<file path="config.mk">
export PLATFORM = sky130hd
export DESIGN_NAME = instr_encoder_loader
export DESIGN_NICKNAME = d
export VERILOG_FILES = /design/src/rtl/instr_encoder_loader.sv
export SDC_FILE = /design/constraint.sdc
export NUM_CORES = 1
export LEC_CHECK = 0
export BUFFER_PORTS_ARGS = -buffer_cell sky130_fd_sc_hd__buf_2
export CAP_MARGIN = 25
export CORE_MARGIN = 10
export CORE_UTILIZATION = 45
export CTS_BUF_LIST = sky130_fd_sc_hd__clkbuf_16
export DETAILED_ROUTE_END_ITERATION = 8
export GPL_TIMING_DRIVEN = 0
export MAX_ROUTING_LAYER = met4
export PLACE_DENSITY = 0.73
export SYNTH_ARGS = -nofsm -noshare
export SYNTH_HDL_FRONTEND = slang
export SYNTH_SLANG_ARGS = --single-unit
</file>
<file path="constraint.sdc">
create_clock -name clk -period 4 [get_ports clk]
set_input_delay 0.6 -clock clk [delete_from_list [all_inputs] [get_ports clk]]
set_output_delay 0.6 -clock clk [all_outputs]
set_load 0.1 [all_outputs]
</file>
<file path="src/rtl/instr_encoder_loader.sv">
// instr_encoder_loader: encodes symbolic instructions into RVSP words
// and streams them into instruction RAM; optional LOADER_CHECKSUM_EN.
module instr_encoder_loader #(
    parameter int DEPTH = 256,
    parameter int AW    = 8
) (
    input  logic          clk,
    input  logic          rst_n,
    input  logic          start,
    input  logic          in_valid,
    output logic          in_ready,
    input  logic [4:0]    op_sel,
    input  logic [4:0]    rd,
    input  logic [4:0]    rs1,
    input  logic [4:0]    rs2,
    input  logic [20:0]   imm,
    output logic          mem_we,
    output logic [AW-1:0] mem_addr,
    output logic [31:0]   mem_wdata,
    output logic [AW:0]   prog_len,
    output logic          full,
    output logic          done,
    output logic          err
`ifdef LOADER_CHECKSUM_EN
    ,
    output logic [31:0]   checksum
`endif
);

    typedef enum logic [1:0] {
        S_IDLE,
        S_LOAD,
        S_DONE
    } state_t;

    localparam logic [AW:0] DEPTH_C = (AW+1)'(DEPTH);
    localparam logic [AW:0] ONE_C   = (AW+1)'(1);

    localparam logic [6:0] OP_R   = 7'b0110011;
    localparam logic [6:0] OP_LW  = 7'b0000011;
    localparam logic [6:0] OP_AI  = 7'b0010011;
    localparam logic [6:0] OP_B   = 7'b1100011;
    localparam logic [6:0] OP_J   = 7'b1101111;
    localparam logic [6:0] OP_S   = 7'b0100011;
    localparam logic [6:0] OP_IN  = 7'b0110111;
    localparam logic [6:0] OP_OUT = 7'b0010111;
    localparam logic [6:0] F7_0   = 7'b0000000;
    localparam logic [6:0] F7_1   = 7'b0100000;

    state_t        state_q, state_d;
    logic          we_q, we_d;
    logic          err_q, err_d;
    logic [AW-1:0] addr_q, addr_d;
    logic [31:0]   wdata_q, wdata_d;
    logic [AW:0]   cnt_q, cnt_d;

    logic [31:0]   enc_word;
    logic          enc_bad;
    logic          enc_halt;
    logic          imm_i_ok;
    logic          imm_b_ok;
    logic          accept;

    assign full      = (cnt_q == DEPTH_C);
    assign done      = (state_q == S_DONE);
    assign mem_we    = we_q;
    assign mem_addr  = addr_q;
    assign mem_wdata = wdata_q;
    assign prog_len  = cnt_q;
    assign err       = err_q;

    // Encode the presented fields and flag anything that cannot be encoded
    always_comb begin
        imm_i_ok = (imm[20:11] == '0) || (imm[20:11] == '1);
        imm_b_ok = ((imm[20:12] == '0) || (imm[20:12] == '1)) && !imm[0];
        enc_word = '0;
        enc_bad  = 1'b0;
        enc_halt = 1'b0;
        case (op_sel)
            5'd0:  enc_word = {F7_0, rs2, rs1, 3'd0, rd, OP_R};
            5'd1:  enc_word = {F7_1, rs2, rs1, 3'd0, rd, OP_R};
            5'd2:  enc_word = {F7_0, rs2, rs1, 3'd1, rd, OP_R};
            5'd3:  enc_word = {F7_0, rs2, rs1, 3'd2, rd, OP_R};
            5'd4:  enc_word = {F7_0, rs2, rs1, 3'd3, rd, OP_R};
            5'd5:  enc_word = {F7_1, rs2, rs1, 3'd3, rd, OP_R};
            5'd6:  enc_word = {F7_0, rs2, rs1, 3'd4, rd, OP_R};
            5'd7:  enc_word = {F7_1, rs2, rs1, 3'd4, rd, OP_R};
            5'd8:  enc_word = {F7_0, rs2, rs1, 3'd5, rd, OP_R};
            5'd9:  enc_word = {F7_0, rs2, rs1, 3'd6, rd, OP_R};
            5'd10: enc_word = {F7_0, rs2, rs1, 3'd7, rd, OP_R};
            5'd11: begin
                enc_word = {imm[11:0], rs1, 3'd2, rd, OP_LW};
                enc_bad  = !imm_i_ok;
            end
            5'd12: begin
                enc_word = {imm[11:0], rs1, 3'd0, rd, OP_AI};
                enc_bad  = !imm_i_ok;
            end
            5'd13: begin
                enc_word = {imm[12], imm[10:5], rs2, rs1, 3'd0,
                            imm[4:1], imm[11], OP_B};
                enc_bad  = !imm_b_ok;
            end
            5'd14: begin
                enc_word = {imm[12], imm[10:5], rs2, rs1, 3'd1,
                            imm[4:1], imm[11], OP_B};
                enc_bad  = !imm_b_ok;
            end
            5'd15: begin
                enc_word = {imm[12], imm[10:5], rs2, rs1, 3'd4,
                            imm[4:1], imm[11], OP_B};
                enc_bad  = !imm_b_ok;
            end
            5'd16: begin
                enc_word = {imm[12], imm[10:5], rs2, rs1, 3'd5,
                            imm[4:1], imm[11], OP_B};
                enc_bad  = !imm_b_ok;
            end
            5'd17: begin
                enc_word = {imm[20], imm[10:1], imm[11], imm[19:12],
                            rd, OP_J};
                enc_bad  = imm[0];
            end
            5'd18: begin
                enc_word = {imm[11:5], rs2, rs1, 3'd2, imm[4:0], OP_S};
                enc_bad  = !imm_i_ok;
            end
            5'd19: enc_word = {20'd0, rd, OP_IN};
            5'd20: enc_word = {20'd0, rd, OP_OUT};
            5'd21: begin
                enc_word = 32'h0000_003F;
                enc_halt = 1'b1;
            end
            default: enc_bad = 1'b1;
        endcase
    end

    // Handshake and next-state selection
    always_comb begin
        state_d  = state_q;
        in_ready = (state_q == S_LOAD) && !full && !start;
        accept   = in_valid && in_ready;
        unique case (state_q)
            S_IDLE: if (start) state_d = S_LOAD;
            S_LOAD: if (accept && enc_halt && !enc_bad) state_d = S_DONE;
            S_DONE: if (start) state_d = S_LOAD;
            default: state_d = S_IDLE;
        endcase
    end

    // Write pointer, staged write and reject pulse
    always_comb begin
        we_d    = accept && !enc_bad;
        err_d   = accept && enc_bad;
        wdata_d = we_d ? enc_word : wdata_q;
        cnt_d   = cnt_q;
        addr_d  = addr_q;
        if (start) begin
            cnt_d  = '0;
            addr_d = '0;
        end else begin
            if (we_d) cnt_d = cnt_q + ONE_C;
            if (!full) addr_d = cnt_q[AW-1:0];
        end
    end

    // State register
    always_ff @(posedge clk or negedge rst_n) begin
        if (!rst_n) begin
            state_q <= S_IDLE;
        end else begin
            state_q <= state_d;
        end
    end

    // Datapath registers; reset drops any pending write at once
    always_ff @(posedge clk or negedge rst_n) begin
        if (!rst_n) begin
            we_q    <= 1'b0;
            err_q   <= 1'b0;
            addr_q  <= '0;
            wdata_q <= '0;
            cnt_q   <= '0;
        end else begin
            we_q    <= we_d;
            err_q   <= err_d;
            addr_q  <= addr_d;
            wdata_q <= wdata_d;
            cnt_q   <= cnt_d;
        end
    end

`ifdef LOADER_CHECKSUM_EN
    logic [31:0] chk_q, chk_d;

    assign checksum = chk_q;

    // Fold each word into the running XOR while it is being written
    always_comb begin
        chk_d = chk_q;
        if (start) begin
            chk_d = '0;
        end else if (we_q) begin
            chk_d = chk_q ^ wdata_q;
        end
    end

    // Checksum register
    always_ff @(posedge clk or negedge rst_n) begin
        if (!rst_n) begin
            chk_q <= '0;
        end else begin
            chk_q <= chk_d;
        end
    end
`endif

endmodule

</file>
==> run_results.csv <==
group,metric,value,unit
run_status,outcome,"complete, no violations",
clocking,clkLatencyLatePin,290,ps
die,die_h,98.37,um
route,wl,8549,um
sta,fin_crit_sh,69.69,%
sta,clock_skew,2.928,ps
setup_path,critPathKind,"reg2out",
placement,numPortBuffers,96,
synth,synthTopCellsByCount,"dfrtp_1, nand2_1, o21ai_0",
power_and_ir_drop,leakagePower,1.737,nW
final_layout,regArea,0.001311,mm2
final_layout,fill_cells,545,
run,cap_viol_max_count,0,
route,wl_per_cell,17.27,um
grt,grt_usage,17.67,%
final_layout,area_growth,28.52,%
placement,hpwl,6611,um
clocking,post_cts_buffers,0,
grt,antenna_found_initial,0,
grt,grt_max_degree,31,
clocking,cts_buffers,5,
setup_path,crit_chain,"inv_1 -> ha_1 -> and4_1 -> clkbuf_2 -> nor4b_4 -> buf_2",
grt,overflow,0,
sta,setup_viol,0,
synth,netlist_instances,315,
setup_path,endpoint_kind,"output port",
clocking,cts_sinks,52,
route,viasPerCell,5.616,
grt,grt_pass1_wl,14030,um
final_layout,multi_input_comb_area,0.001329,mm2
synth,synth-warning-count,0,
setup_path,critical_path_required,3400,ps
grt,grt_pass1_vias,2707,
sta,slew_viol_final,0,
setup_path,path_delay_family,"buffers and inverters",
setup_path,cp_data_arrival_time,2190,ps
hold_path,hp-class,"in2async",
route,vias,2780,
clocking,cts.repair.resized,0,
synth,synth_edf_count,0,
final_layout,drive_gt1_share,31.43,%
die,row_count,28,
sta,grt_setup_unrepaired,"false",
route,ant_nets,0,
route,drt_iter0_drc,152,
synth,synthDistinctLibCells,48,
setup_path,cp_max_fo,10,
sta,period_needed,2787,ps
die,fp.dieW,98.37,um
placement,dp.cells,487,
synth,synth_largest_area_cell,"dfrtp_1",
setup_path,crit_slowest_cell,"buf_2",
clocking,cts_tree,"built",
clocking,cts_hold_buf,0,
synth,syn-num-nets,362,
die,ioPinCount,99,
synth,synth_seq_area_share,47.08,%
clocking,cts_root_buf,"clkbuf_16",
placement,gp_congestion,0.9633,
die,start_util,46.41,%
synth,synth_ff_type,"dfrtp_1",
clocking,cts_buffer_depth,2,
setup_path,slowest_delay,470,ps
clocking,path_clk_slew,70,ps
sta,max_slew_margin,42.04,%
sta,hold_slack,300.7,ps
die,core_area,0.005956,mm2
clocking,htree_levels,2,
synth,avgSynthCellArea,8.774,um2
sta,fmax,358.7,MHz
final_layout,fin_cells,495,
sta,hold_violations,0,
synth,synth.top_cell.area_share,47.08,%
route,first_pass_iters,6,
setup_path,cp-start-kind,"flop",
sta,setup_tns,0,ps
synth,synth_most_common_cell,"dfrtp_1",
synth,ys_ff_latch,52,
power_and_ir_drop,max-vdd-ir-drop,346.8,uV
route,drc,0,
power_and_ir_drop,powerDensity,500.5,mW/mm2
die,dieArea,0.009677,mm2
synth,synthTopCellsByArea,"dfrtp_1, o21ai_0, nand2_1",
synth,synth_area,0.002764,mm2
synth,ys_async_sr_fraction,100.0,%
setup_path,critical_path_buf_inv_count,3,
sta,worst_slew_pin_slew,862.0,ps
final_layout,diodes,0,
final_layout,final_nets,466,
power_and_ir_drop,finalPower,1.778,mW
[registers in the layout, summed over array words and instances (netlist names)]
| name | count |
|---|---|
| err | 1 |
| mem_addr | 8 |
| mem_wdata | 31 |
| mem_we | 1 |
| prog_len | 9 |
| state_q | 2 |
[kinds of logic (layout without fill, tap and decap cells)]
kind of cell / after synthesis / count (layout) / synth area share (%)
fa+ha+maj: 2 / 2 / 0.9052
xor+xnor: 1 / 1 / 0.3169
mux: 4 / 4 / 1.449
simple gates: 120 / 120 / 21.50
buf+inv: 32 / 137 / 5.387
flops: 52 / 52 / 47.08
compound gates: 104 / 104 / 23.36
[worst paths after layout]
check                                    from             to  slack [ps]  depth (start not counted)
max in group asynchronous               rst_n    prog_len[6]        3130                          2
worst max register to register    prog_len[0]    prog_len[6]        1900                          7
worst min-delay path                    rst_n    mem_addr[0]         300                          1
worst min register to register  mem_wdata[30]  mem_wdata[30]         480                          2
worst max-delay path              prog_len[0]       in_ready        1210                          6
min in group clk                mem_wdata[30]  mem_wdata[30]         480                          2
[where the power goes]
| group | total (mW) | internal [mW] | leakage, nW | switching [mW] |
|---|---|---|---|---|
| Clock | 0.481 | 0.294 | 0.0798 | 0.187 |
| Sequential | 0.611 | 0.582 | 0.677 | 0.0283 |
| Combinational | 0.686 | 0.112 | 0.980 | 0.574 |
| Total | 1.78 | 0.988 | 1.74 | 0.790 |
[stage by stage]
| stage | setup WS [ps] | utilization [%] | area [um2] |
|---|---|---|---|
| 2_1_floorplan | 501.7 | - | 2790 |
| 3_3_place_gp | 1425 | 56.49 | 3364 |
| 3_5_place_dp | 1389 | 56.83 | 3385 |
| 4_1_cts | 1209 | 59.64 | 3552 |
| 5_1_grt | 1084 | 59.64 | 3552 |
| 6_report | 1213 | 59.64 | 3552 |
[routing by layer]
layer  vias up  global-route usage (%)  routed length [um]
li1       1341                       -                   -
met1      1310                   22.53                3658
met2       118                   27.99                4116
met3        11                   3.101                 657
met4         0                   5.072                 116
met5         -                       -                   0
[cell usage in the layout (no fill, tap or decap), types with 12 or more instances in the layout]
cell / count
o21ai_0: 38
nand3_1: 12
nor2_1: 23
dfrtp_1: 44
buf_2: 104
nand2_1: 44
a21oi_1: 22
a22oi_1: 16
[area by class of cell]
type | instances | share of cell area, %
Tap cell | 75 | 2.642
Multi-Input combinational cell | 231 | 37.41
Buffer | 21 | 3.064
Inverter | 11 | 1.162
Clock buffer | 5 | 3.522
Sequential cell | 52 | 36.91
Clock inverter | 3 | 1.198
Timing Repair Buffer | 97 | 14.09
No activity file was read; power rests on OpenSTA's default activity.
